$ cat config.mk
export PLATFORM = sky130hd
export DESIGN_NAME = load_rs_param
export DESIGN_NICKNAME = d
export VERILOG_FILES = /design/src/rtl/load_rs_param.sv
export SDC_FILE = /design/constraint.sdc
export NUM_CORES = 1
export LEC_CHECK = 0
export CAP_MARGIN = 20
export CORE_MARGIN = 5
export CORE_UTILIZATION = 55
export DETAILED_ROUTE_END_ITERATION = 8
export DONT_BUFFER_PORTS = 1
export GPL_ROUTABILITY_DRIVEN = 0
export PLACE_DENSITY = 0.73
export SLEW_MARGIN = 20
export SYNTH_ARGS = -nofsm -noshare
export SYNTH_HDL_FRONTEND = slang
export SYNTH_SLANG_ARGS = --single-unit
$ cat constraint.sdc
create_clock -name clk -period 27.5 [get_ports clk]
set_input_delay 4.125 -clock clk [delete_from_list [all_inputs] [get_ports clk]]
set_output_delay 4.125 -clock clk [all_outputs]
set_load 0.02 [all_outputs]
$ cat src/rtl/load_rs_param.sv
// Load reservation station: holds loads until base reg and older store resolve, issues oldest ready by ROB age.
// Issue is registered-state only (1-cycle wake-to-issue); iss_* hold under backpressure; disp_ready from registered occupancy.
module load_rs_param #(
    parameter int DEPTH      = 8,
    parameter int NUM_CDB_IN = 3,
    parameter int NUM_ST_RES = 1,
    parameter int PREG_BITS  = 6,
    parameter int ROB_BITS   = 6,
    parameter int PAYLOAD_W  = 32
) (
    input  logic                             clk,
    input  logic                             rst_n,
    input  logic                             disp_valid,
    output logic                             disp_ready,
    input  logic [PREG_BITS-1:0]             disp_ps1_s,
    input  logic                             disp_ps1_rdy,
    input  logic [PREG_BITS-1:0]             disp_pd_s,
    input  logic [ROB_BITS-1:0]              disp_rob,
    input  logic                             disp_dep_valid,
    input  logic [ROB_BITS-1:0]              disp_dep_rob,
    input  logic [PAYLOAD_W-1:0]             disp_payload,
    input  logic [NUM_CDB_IN-1:0]            cdb_valid,
    input  logic [NUM_CDB_IN*PREG_BITS-1:0]  cdb_pd_s,
    input  logic [NUM_ST_RES-1:0]            st_res_valid,
    input  logic [NUM_ST_RES*ROB_BITS-1:0]   st_res_rob,
    input  logic [ROB_BITS-1:0]              rob_head,
    input  logic                             flush_valid,
    input  logic [ROB_BITS-1:0]              flush_rob,
    output logic                             iss_valid,
    input  logic                             iss_ready,
    output logic [PREG_BITS-1:0]             iss_ps1_s,
    output logic [PREG_BITS-1:0]             iss_pd_s,
    output logic [ROB_BITS-1:0]              iss_rob,
    output logic [PAYLOAD_W-1:0]             iss_payload,
    output logic [$clog2(DEPTH):0]           occupancy
);
    localparam int IW = $clog2(DEPTH);
    localparam int CW = IW + 1;

    typedef enum logic [1:0] {EMPTY, WAIT_FOR_STORE, WAIT_FOR_REG, READY} ent_st_e;

    ent_st_e                state_q [DEPTH];
    ent_st_e                state_d [DEPTH];
    logic                   reg_rdy_q [DEPTH];
    logic                   reg_rdy_d [DEPTH];
    logic [PREG_BITS-1:0]   ps1_q [DEPTH];
    logic [PREG_BITS-1:0]   ps1_d [DEPTH];
    logic [PREG_BITS-1:0]   pd_q [DEPTH];
    logic [PREG_BITS-1:0]   pd_d [DEPTH];
    logic [ROB_BITS-1:0]    rob_q [DEPTH];
    logic [ROB_BITS-1:0]    rob_d [DEPTH];
    logic [ROB_BITS-1:0]    dep_q [DEPTH];
    logic [ROB_BITS-1:0]    dep_d [DEPTH];
    logic [PAYLOAD_W-1:0]   pay_q [DEPTH];
    logic [PAYLOAD_W-1:0]   pay_d [DEPTH];
    logic [CW-1:0]          occ_q;
    logic [CW-1:0]          occ_d;

    logic                   free_found;
    logic [IW-1:0]          free_idx;
    logic                   sel_found;
    logic [IW-1:0]          sel_idx;
    logic [ROB_BITS-1:0]    sel_age;
    logic                   disp_fire;
    logic                   iss_fire;
    logic [ROB_BITS-1:0]    flush_age;
    logic                   dup_rob;

    // Tag 0 is the hard-wired zero register and never waits.
    function automatic logic cdb_hit(input logic [PREG_BITS-1:0] tag);
        logic hit;
        hit = (tag == '0);
        for (int i = 0; i < NUM_CDB_IN; i++)
            if (cdb_valid[i] && cdb_pd_s[i*PREG_BITS +: PREG_BITS] == tag) hit = 1'b1;
        return hit;
    endfunction

    function automatic logic st_hit(input logic [ROB_BITS-1:0] rob);
        logic hit;
        hit = 1'b0;
        for (int j = 0; j < NUM_ST_RES; j++)
            if (st_res_valid[j] && st_res_rob[j*ROB_BITS +: ROB_BITS] == rob) hit = 1'b1;
        return hit;
    endfunction

    always_comb begin
        logic [ROB_BITS-1:0] cand_age;
        cand_age   = '0;
        free_found = 1'b0;
        free_idx   = '0;
        sel_found  = 1'b0;
        sel_idx    = '0;
        sel_age    = '0;
        for (int e = DEPTH - 1; e >= 0; e--) begin
            if (state_q[e] == EMPTY) begin
                free_found = 1'b1;
                free_idx   = IW'(e);
            end
        end
        // Strict compare in ascending order keeps the lower index on equal age.
        for (int e = 0; e < DEPTH; e++) begin
            cand_age = rob_q[e] - rob_head;
            if (state_q[e] == READY && (!sel_found || cand_age < sel_age)) begin
                sel_found = 1'b1;
                sel_idx   = IW'(e);
                sel_age   = cand_age;
            end
        end
    end

    assign disp_ready  = free_found;
    assign iss_valid   = sel_found;
    assign iss_ps1_s   = ps1_q[sel_idx];
    assign iss_pd_s    = pd_q[sel_idx];
    assign iss_rob     = rob_q[sel_idx];
    assign iss_payload = pay_q[sel_idx];
    assign occupancy   = occ_q;
    assign disp_fire   = disp_valid && free_found && !flush_valid;
    assign iss_fire    = sel_found && iss_ready;
    assign flush_age   = flush_rob - rob_head;

    always_comb begin
        logic                wake;
        logic                rr;
        logic                dep_clear;
        logic [ROB_BITS-1:0] ent_age;
        wake      = 1'b0;
        rr        = 1'b0;
        dep_clear = 1'b0;
        ent_age   = '0;
        occ_d     = '0;
        for (int e = 0; e < DEPTH; e++) begin
            state_d[e]   = state_q[e];
            reg_rdy_d[e] = reg_rdy_q[e];
            ps1_d[e]     = ps1_q[e];
            pd_d[e]      = pd_q[e];
            rob_d[e]     = rob_q[e];
            dep_d[e]     = dep_q[e];
            pay_d[e]     = pay_q[e];
            wake         = cdb_hit(ps1_q[e]);
            ent_age      = rob_q[e] - rob_head;
            case (state_q[e])
                WAIT_FOR_STORE: begin
                    reg_rdy_d[e] = reg_rdy_q[e] | wake;
                    if (st_hit(dep_q[e]))
                        state_d[e] = (reg_rdy_q[e] | wake) ? READY : WAIT_FOR_REG;
                end
                WAIT_FOR_REG: begin
                    if (wake) begin
                        state_d[e]   = READY;
                        reg_rdy_d[e] = 1'b1;
                    end
                end
                default: ;
            endcase
            if (state_q[e] != EMPTY && flush_valid && ent_age > flush_age)
                state_d[e] = EMPTY;
            if (iss_fire && sel_idx == IW'(e))
                state_d[e] = EMPTY;
            if (disp_fire && free_idx == IW'(e)) begin
                rr        = disp_ps1_rdy | cdb_hit(disp_ps1_s);
                dep_clear = !disp_dep_valid | st_hit(disp_dep_rob);
                reg_rdy_d[e] = rr;
                ps1_d[e]     = disp_ps1_s;
                pd_d[e]      = disp_pd_s;
                rob_d[e]     = disp_rob;
                dep_d[e]     = disp_dep_rob;
                pay_d[e]     = disp_payload;
                state_d[e]   = !dep_clear ? WAIT_FOR_STORE : (!rr ? WAIT_FOR_REG : READY);
            end
            if (state_d[e] != EMPTY) occ_d = occ_d + CW'(1);
        end
    end

    always_ff @(posedge clk) begin
        if (!rst_n) begin
            for (int e = 0; e < DEPTH; e++) begin
                state_q[e]   <= EMPTY;
                reg_rdy_q[e] <= 1'b0;
                ps1_q[e]     <= '0;
                pd_q[e]      <= '0;
                rob_q[e]     <= '0;
                dep_q[e]     <= '0;
                pay_q[e]     <= '0;
            end
            occ_q <= '0;
        end else begin
            for (int e = 0; e < DEPTH; e++) begin
                state_q[e]   <= state_d[e];
                reg_rdy_q[e] <= reg_rdy_d[e];
                ps1_q[e]     <= ps1_d[e];
                pd_q[e]      <= pd_d[e];
                rob_q[e]     <= rob_d[e];
                dep_q[e]     <= dep_d[e];
                pay_q[e]     <= pay_d[e];
            end
            occ_q <= occ_d;
        end
    end

    always_comb begin
        dup_rob = 1'b0;
        for (int i = 0; i < DEPTH; i++)
            for (int j = i + 1; j < DEPTH; j++)
                if (state_q[i] != EMPTY && state_q[j] != EMPTY && rob_q[i] == rob_q[j])
                    dup_rob = 1'b1;
    end

    a_occ_bound: assert property (@(posedge clk) disable iff (!rst_n) occ_q <= CW'(DEPTH));
    a_rob_unique: assert property (@(posedge clk) disable iff (!rst_n) !dup_rob);
endmodule

# Word level (Yosys, flattened, before mapping)
# Memories as Yosys holds them, arrays and structs flattened.
# Cells that the tools add are included.
totals:
  regBits: 4
  ramBits: 472
  input_bits: 103
  output_inout_bits: 56
  wordCells: 638
  n_memories: 7
op_classes:
  n_addsub: 16
  order_cmp: 15
  eq_ne: 82
  n_mux: 300
  bitwise_logic: 80
  reduce_logical: 137
memory_table:
  columns: ["name", "depth", "width", "read_ports", "rd_clocked_by_memory_dff", "write_ports", "line", "source"]
  rows:
  - ["pay_q", 8, 32, 1, 0, 8, "54", "logic [PAYLOAD_W-1:0] pay_q [DEPTH];"]
  - ["dep_q", 8, 6, 8, 0, 8, "52", "logic [ROB_BITS-1:0] dep_q [DEPTH];"]
  - ["pd_q", 8, 6, 1, 0, 8, "48", "logic [PREG_BITS-1:0] pd_q [DEPTH];"]
  - ["ps1_q", 8, 6, 9, 0, 8, "46", "logic [PREG_BITS-1:0] ps1_q [DEPTH];"]
  - ["rob_q", 8, 6, 9, 0, 8, "50", "logic [ROB_BITS-1:0] rob_q [DEPTH];"]
  - ["state_q", 8, 2, 8, 0, 8, "42", "ent_st_e state_q [DEPTH];"]
  - ["+1 memories", null, null, null, null, null, null, null]
ops:
  columns: ["operator", "n"]
  rows:
  - ["$mux 32", 16]
  - ["$mux 6", 71]
  - ["$eq 6x6->1", 36]
  - ["$mux 1", 120]
  - ["$mux 2", 56]
  - ["$or 1x1->1", 80]
  - ["$logic_and 1x1->1", 78]
  - ["$logic_not 6->1", 9]
  - ["$sub 6x6->6", 9]
  - ["$gt 6x6->1", 8]
  - ["$lt 6x6->1", 7]
  - ["$mux 3", 14]
  - ["$eq 2x2->1 const B", 16]
  - ["$pmux 2 s2", 8]
  - ["$reduce_bool 2->1", 16]
  - ["$add 4x1->4 const B", 7]
  - ["$mux 4", 7]
  - ["$eq 3x3->1 const B", 8]
  - ["$eq 2x1->1 const B", 8]
  - ["$logic_not 2->1", 8]
  - ["$pmux 1 s2", 8]
  - ["$reduce_and 2->1", 8]
  - ["$eq 3x2->1 const B", 4]
  - ["$logic_not 1->1", 9]
  - ["other kinds (4)", 19]

# Depth between registers and ports, before layout
# An unclocked memory read counts as a cell.
logic_depth:
  word_depth: 51
  ltp_mapped: 96
  mapped_depth_nobuf: 91

# Worst setup path before layout
# OpenSTA, ideal clock, no wires.
synth_timing:
  path_kind: "input -> output"
  start: "input rob_head[1]"
  end: "output iss_payload[28]"
  arrival_ps: 19054
  t_required_ps: 23375
  path_slack_ps: 4321
  stages: 72
  n_path_buf: 7
  path_cell_list: "inv_1 > ha_1 > a21o_1 > a21o_1 > a21o_1 > a21oi_1 > xnor2_1 > inv_1 > ha_1 > o21a_1 > and2_1 > or3_1 > a21oi_1 > clkbuf_1 > nor2_1 > a21oi_1 > ha_1 > a211o_1 > [... 36 more ...] > o311ai_2 > a21oi_1 > ha_1 > a21oi_1 > o2111ai_1 > a211oi_1 > or2_1 > nand2_1 > nor3_1 > or3b_2 > clkbuf_1 > or3_1 > clkbuf_1 > nor2_1 > buf_2 > buf_1 > a222oi_1 > a31oi_1"
synth_via:
  elab_chain_cells: 31
  elab_cells_between_ends: 56
  cone_classes: "add/sub: 8; order compare: 7; mux: 20; reduce/logical: 20; memory: 1"
synth_lines:
  columns: ["item", "line", "source"]
  rows:
  - ["from (decl)", "26", "input logic [ROB_BITS-1:0] rob_head,"]
  - ["$sub 6x6->6", "102", "cand_age = rob_q[e] - rob_head;"]
  - ["$mux 6", "103", "if (state_q[e] == READY && (!sel_found || cand_age < sel_age)) begin"]
  - ["$lt 6x6->1", "103", null]
  - ["$logic_or 1x1->1", "103", null]
  - ["$logic_and 1x1->1", "103", null]
  - ["$mux 6 / $mux 1 (equally long branches)", "103", null]
  - ["$lt 6x6->1 / $logic_not 1->1 (equally long branches)", "103", null]
  - ["$logic_or 1x1->1", "103", null]
  - ["[... 15 more ...]", null, null]
  - ["$logic_or 1x1->1", "103", null]
  - ["$logic_and 1x1->1", "103", null]
  - ["$mux 6 / $mux 1 (equally long branches)", "103", null]
  - ["$lt 6x6->1 / $logic_not 1->1 (equally long branches)", "103", null]
  - ["$logic_or 1x1->1", "103", null]
  - ["$logic_and 1x1->1", "103", null]
  - ["$mux 3 *", "103", null]
  - ["$mem_v2 8x32 *", null, null]
  - ["to (decl)", "34", "output logic [PAYLOAD_W-1:0] iss_payload,"]
# Every way passes the cells marked *; elsewhere a longest branch is shown, timed or not.

# Worst setup path in the final report
layout_timing:
  start: "input rob_head[1]"
  end: "output iss_payload[5]"
# Same word-level chain as after synthesis.

==> flow_metrics.tcl <==
set metrics [dict create \
    status "finished clean" \
    grt_pass1_wl_um 132000 \
    wl_um 87000 \
    p_sw_uw 417 \
    start_kind "primary input" \
    grt_pass1_vias 23200 \
    nets 3220 \
    synth_xor_area_frac 0.0829 \
    areaGrowthSynthToFinish_pct 6.55 \
    min_period_ns 26.29 \
    clockPowerShare 0.400 \
    cts_tree "built" \
    r2r_setup_slack_ns 7.14 \
    antenna_left 0 \
    cp_max_fo 37 \
    gr-total-overflow 0 \
    cts.clk_slew.worst_paths_ns 0.06 \
    crit_top_cell "a21oi_1" \
    grt_max_degree 220 \
    wire_per_inst_um 23.7 \
    worstHoldStart "dep_q[1][14]" \
    power.leakage_uw 0.0114 \
    power_uw 1650 \
    cp_top_family "compound AO/OA/AOI/OAI gates" \
    grt_antenna_before_repair 1 \
    vias 23400 \
    tightest_slew_ns 1.12 \
    final-instance-count-excl-fill 3664 \
    final_util 0.589 \
    synth-async-reset-ratio 0 \
    slew_viol_final 0 \
    cts.sinks 476 \
    cts_max_level 2 \
    syn_avg_cell_area_sq_um 9.34 \
    start_util 0.553 \
    r2r-end "occupancy[2]" \
    max-slew-margin-rel 0.248 \
    seq_area_frac_synth 0.436 \
    synth_mux_area_frac 0.0122 \
    synth_area_sq_um 28900 \
    min_to "dep_q[1][14]" \
    p_int_uw 1230 \
    drt_first_pass_iters 8 \
    synth_fp_nets 3374 \
    dpl.cell_count 3569 \
    synthAdderAreaFrac 0.0812 \
    drtIter0Drc 2655 \
    crit_buf_inv 5 \
    setup.worst_path.end_class "output pin" \
    stdcell_area_sq_um 30800 \
    synth_enable_flop_cells 305 \
    power_density_nw_per_um2 53.5 \
    cp_data_arrival_time_ns 22.17 \
    tns_ns 0 \
    clockBufferDepth 3 \
    layout_common_cells "484 x nand2_1, 308 x nor2_1, 305 x edfxtp_1" \
    synth_top_family_by_area "compound AO/OA/AOI/OAI gates" \
    port_buffers 0 \
    place_area_sq_um 29200 \
    skew_ns 0.0277 \
    layout-drive-gt1-share 0.0622 \
    ys_ff_latch 476 \
    crit_type "primary input to output pin" \
    numCtsBuffers 50 \
    required_ns 23.37 \
    mostFrequentLayoutCell "nand2_1" \
    cts_hold_buf 0 \
    worstHoldPathCells 2 \
    reg2reg_depth 84 \
    vias_per_cell 6.40 \
    yosysUniqueCellTypes 101 \
    finalCritPeriodShare 0.956 \
    hp-class "register to register" \
    insertion_delay_ns 0.62 \
    die-area_sq_um 57200 \
    ios 159 \
    hold_viol 0 \
    p_seq_frac 0.485 \
    vdd_drop_max_mv 0.0731 \
    n_fill_cell 4335 \
    syn_inst 3089 \
    ys.flop_type "edfxtp_1" \
    grt_util_all_layers 0.294 \
    root_buffer "clkbuf_16" \
    synth-compound-area-share 0.172 \
    maxClockFrequency_mhz 38.0 \
    die_w_um 239 \
    worstReg2RegStart "rob_q[0][0]" \
    max-cap-violations 0 \
    synthSimpleGateAreaFrac 0.166 \
    route.detailed.drc 0 \
    rsz0062_at_grt "no" \
    switching_share 0.254 \
    die_h_um 239 \
    cp_slowest_cell "a21oi_1" \
    setup_viol 0 \
    num_rows 84 \
    comb_power_share 0.115 \
    cp_slowest_stage_delay_ns 0.64 \
    yosysWarnings 0 \
    coreArea_sq_um 52200 \
    dpl.hpwl_um 55200 \
]
-- Yosys cell counts (all sizes together) (12+ instances only) --
library cell | instances | area, sq um
nand2b | 13 | 81.3
nor3 | 17 | 101
inv | 119 | 447
o22ai | 25 | 156
nor2 | 314 | 1180
nand3 | 19 | 95.1
and2 | 13 | 81.3
clkbuf | 194 | 731
nor4 | 35 | 219
or2 | 12 | 77.6
and3 | 36 | 225
a21o | 54 | 405
dfxtp | 171 | 3420
a222oi | 34 | 340
mux2i | 33 | 330
ha | 173 | 2160
o21a | 19 | 143
nand4 | 47 | 309
xnor2 | 158 | 1400
xor2 | 111 | 972
a31oi | 42 | 263
nand2 | 497 | 1870
a211oi | 50 | 403
a21boi | 148 | 1110
o21ai | 49 | 257
edfxtp | 305 | 9160
nor2b | 24 | 150
a22oi | 63 | 473
a21oi | 122 | 626
buf | 53 | 254
-- sequential cells by signal, summed over array words and instances (netlist names) --
signal / flops
state_q: 16
pay_q: 256
reg_rdy_q: 8
dep_q: 48
rob_q: 48
pd_q: 48
occupancy: 4
ps1_q: 48
-- power groups by stage --
stage | Clock [uW] | Sequential, uW | Combinational, uW
2_1_floorplan | 0 | 809 | 150
3_3_place_gp | 0 | 812 | 178
3_5_place_dp | 0 | 813 | 187
4_1_cts | 666 | 798 | 188
5_1_grt | 694 | 800 | 208
6_report | 658 | 798 | 190
-- layout make-up --
cell class              count  area, sq um  area share
multi-input cells        2249        15000       0.487
repair buffers             39          293     0.00952
diodes                      1         2.50   0.0000814
clock inverters            21          210     0.00683
clock buffers              71         1370      0.0445
inverters                 119          450      0.0146
flip-flops and latches    476        12600       0.409
well taps                 688          861      0.0280
-- metal layers --
metal / routed length (um) / vias up / global-route usage / share of wire
li1: - / 10600 / - / -
met1: 33200 / 11400 / 0.361 / 0.38
met2: 41500 / 1136 / 0.493 / 0.48
met3: 8050 / 290 / 0.0674 / 0.093
met4: 4280 / 2 / 0.137 / 0.049
met5: 13 / - / 0 / 0.00015
-- through the flow --
stage	setup slack (ns)	hold slack (ns)
floorplan	4.32	0.455
global placement	1.93	0.461
detailed placement	1.32	0.469
CTS	1.26	0.477
global route	0.103	0.498
finish	1.21	0.475
-- cells by family (layout without fill, tap and decap cells) --
family | Yosys count | count (layout)
other | 0 | 1
AOI/OAI and AO/OA | 686 | 686
buffers and inverters | 366 | 250
DFF | 476 | 476
and+or+nand+nor | 1074 | 1076
muxes | 35 | 35
xor gates and xnor gates | 270 | 270
adders and majority gates | 182 | 182
-- worst register-to-register path: cells and delay by family (launching register included) --
family	cells	cell delay, ns
muxes	3	1.02
adders and majority gates	13	3.92
and+or+nand+nor	23	4.84
AOI/OAI and AO/OA	36	9.15
xor gates and xnor gates	3	0.40
buffers and inverters	6	0.53
DFF	1	0.35
-- worst max-delay path by stage --
stage	start	end	slack, ns	depth (start not counted)
after global placement	rob_head[1]	iss_payload[5]	1.93	69
final	rob_head[1]	iss_payload[5]	1.21	67
after CTS	rob_head[1]	iss_payload[5]	1.26	67
after global routing	rob_head[1]	iss_payload[5]	0.10	69
after detailed placement	rob_head[1]	iss_payload[5]	1.32	67
after floorplan	rob_head[1]	iss_payload[28]	4.32	72
-- repair_timing --
action                     in CTS  in global routing
gates resized for setup         0                  1
hold endpoints to repair        0                  0
buffers inserted                0                  0
setup endpoints to repair       0                 23
No activity file was read; power rests on OpenSTA's default activity.
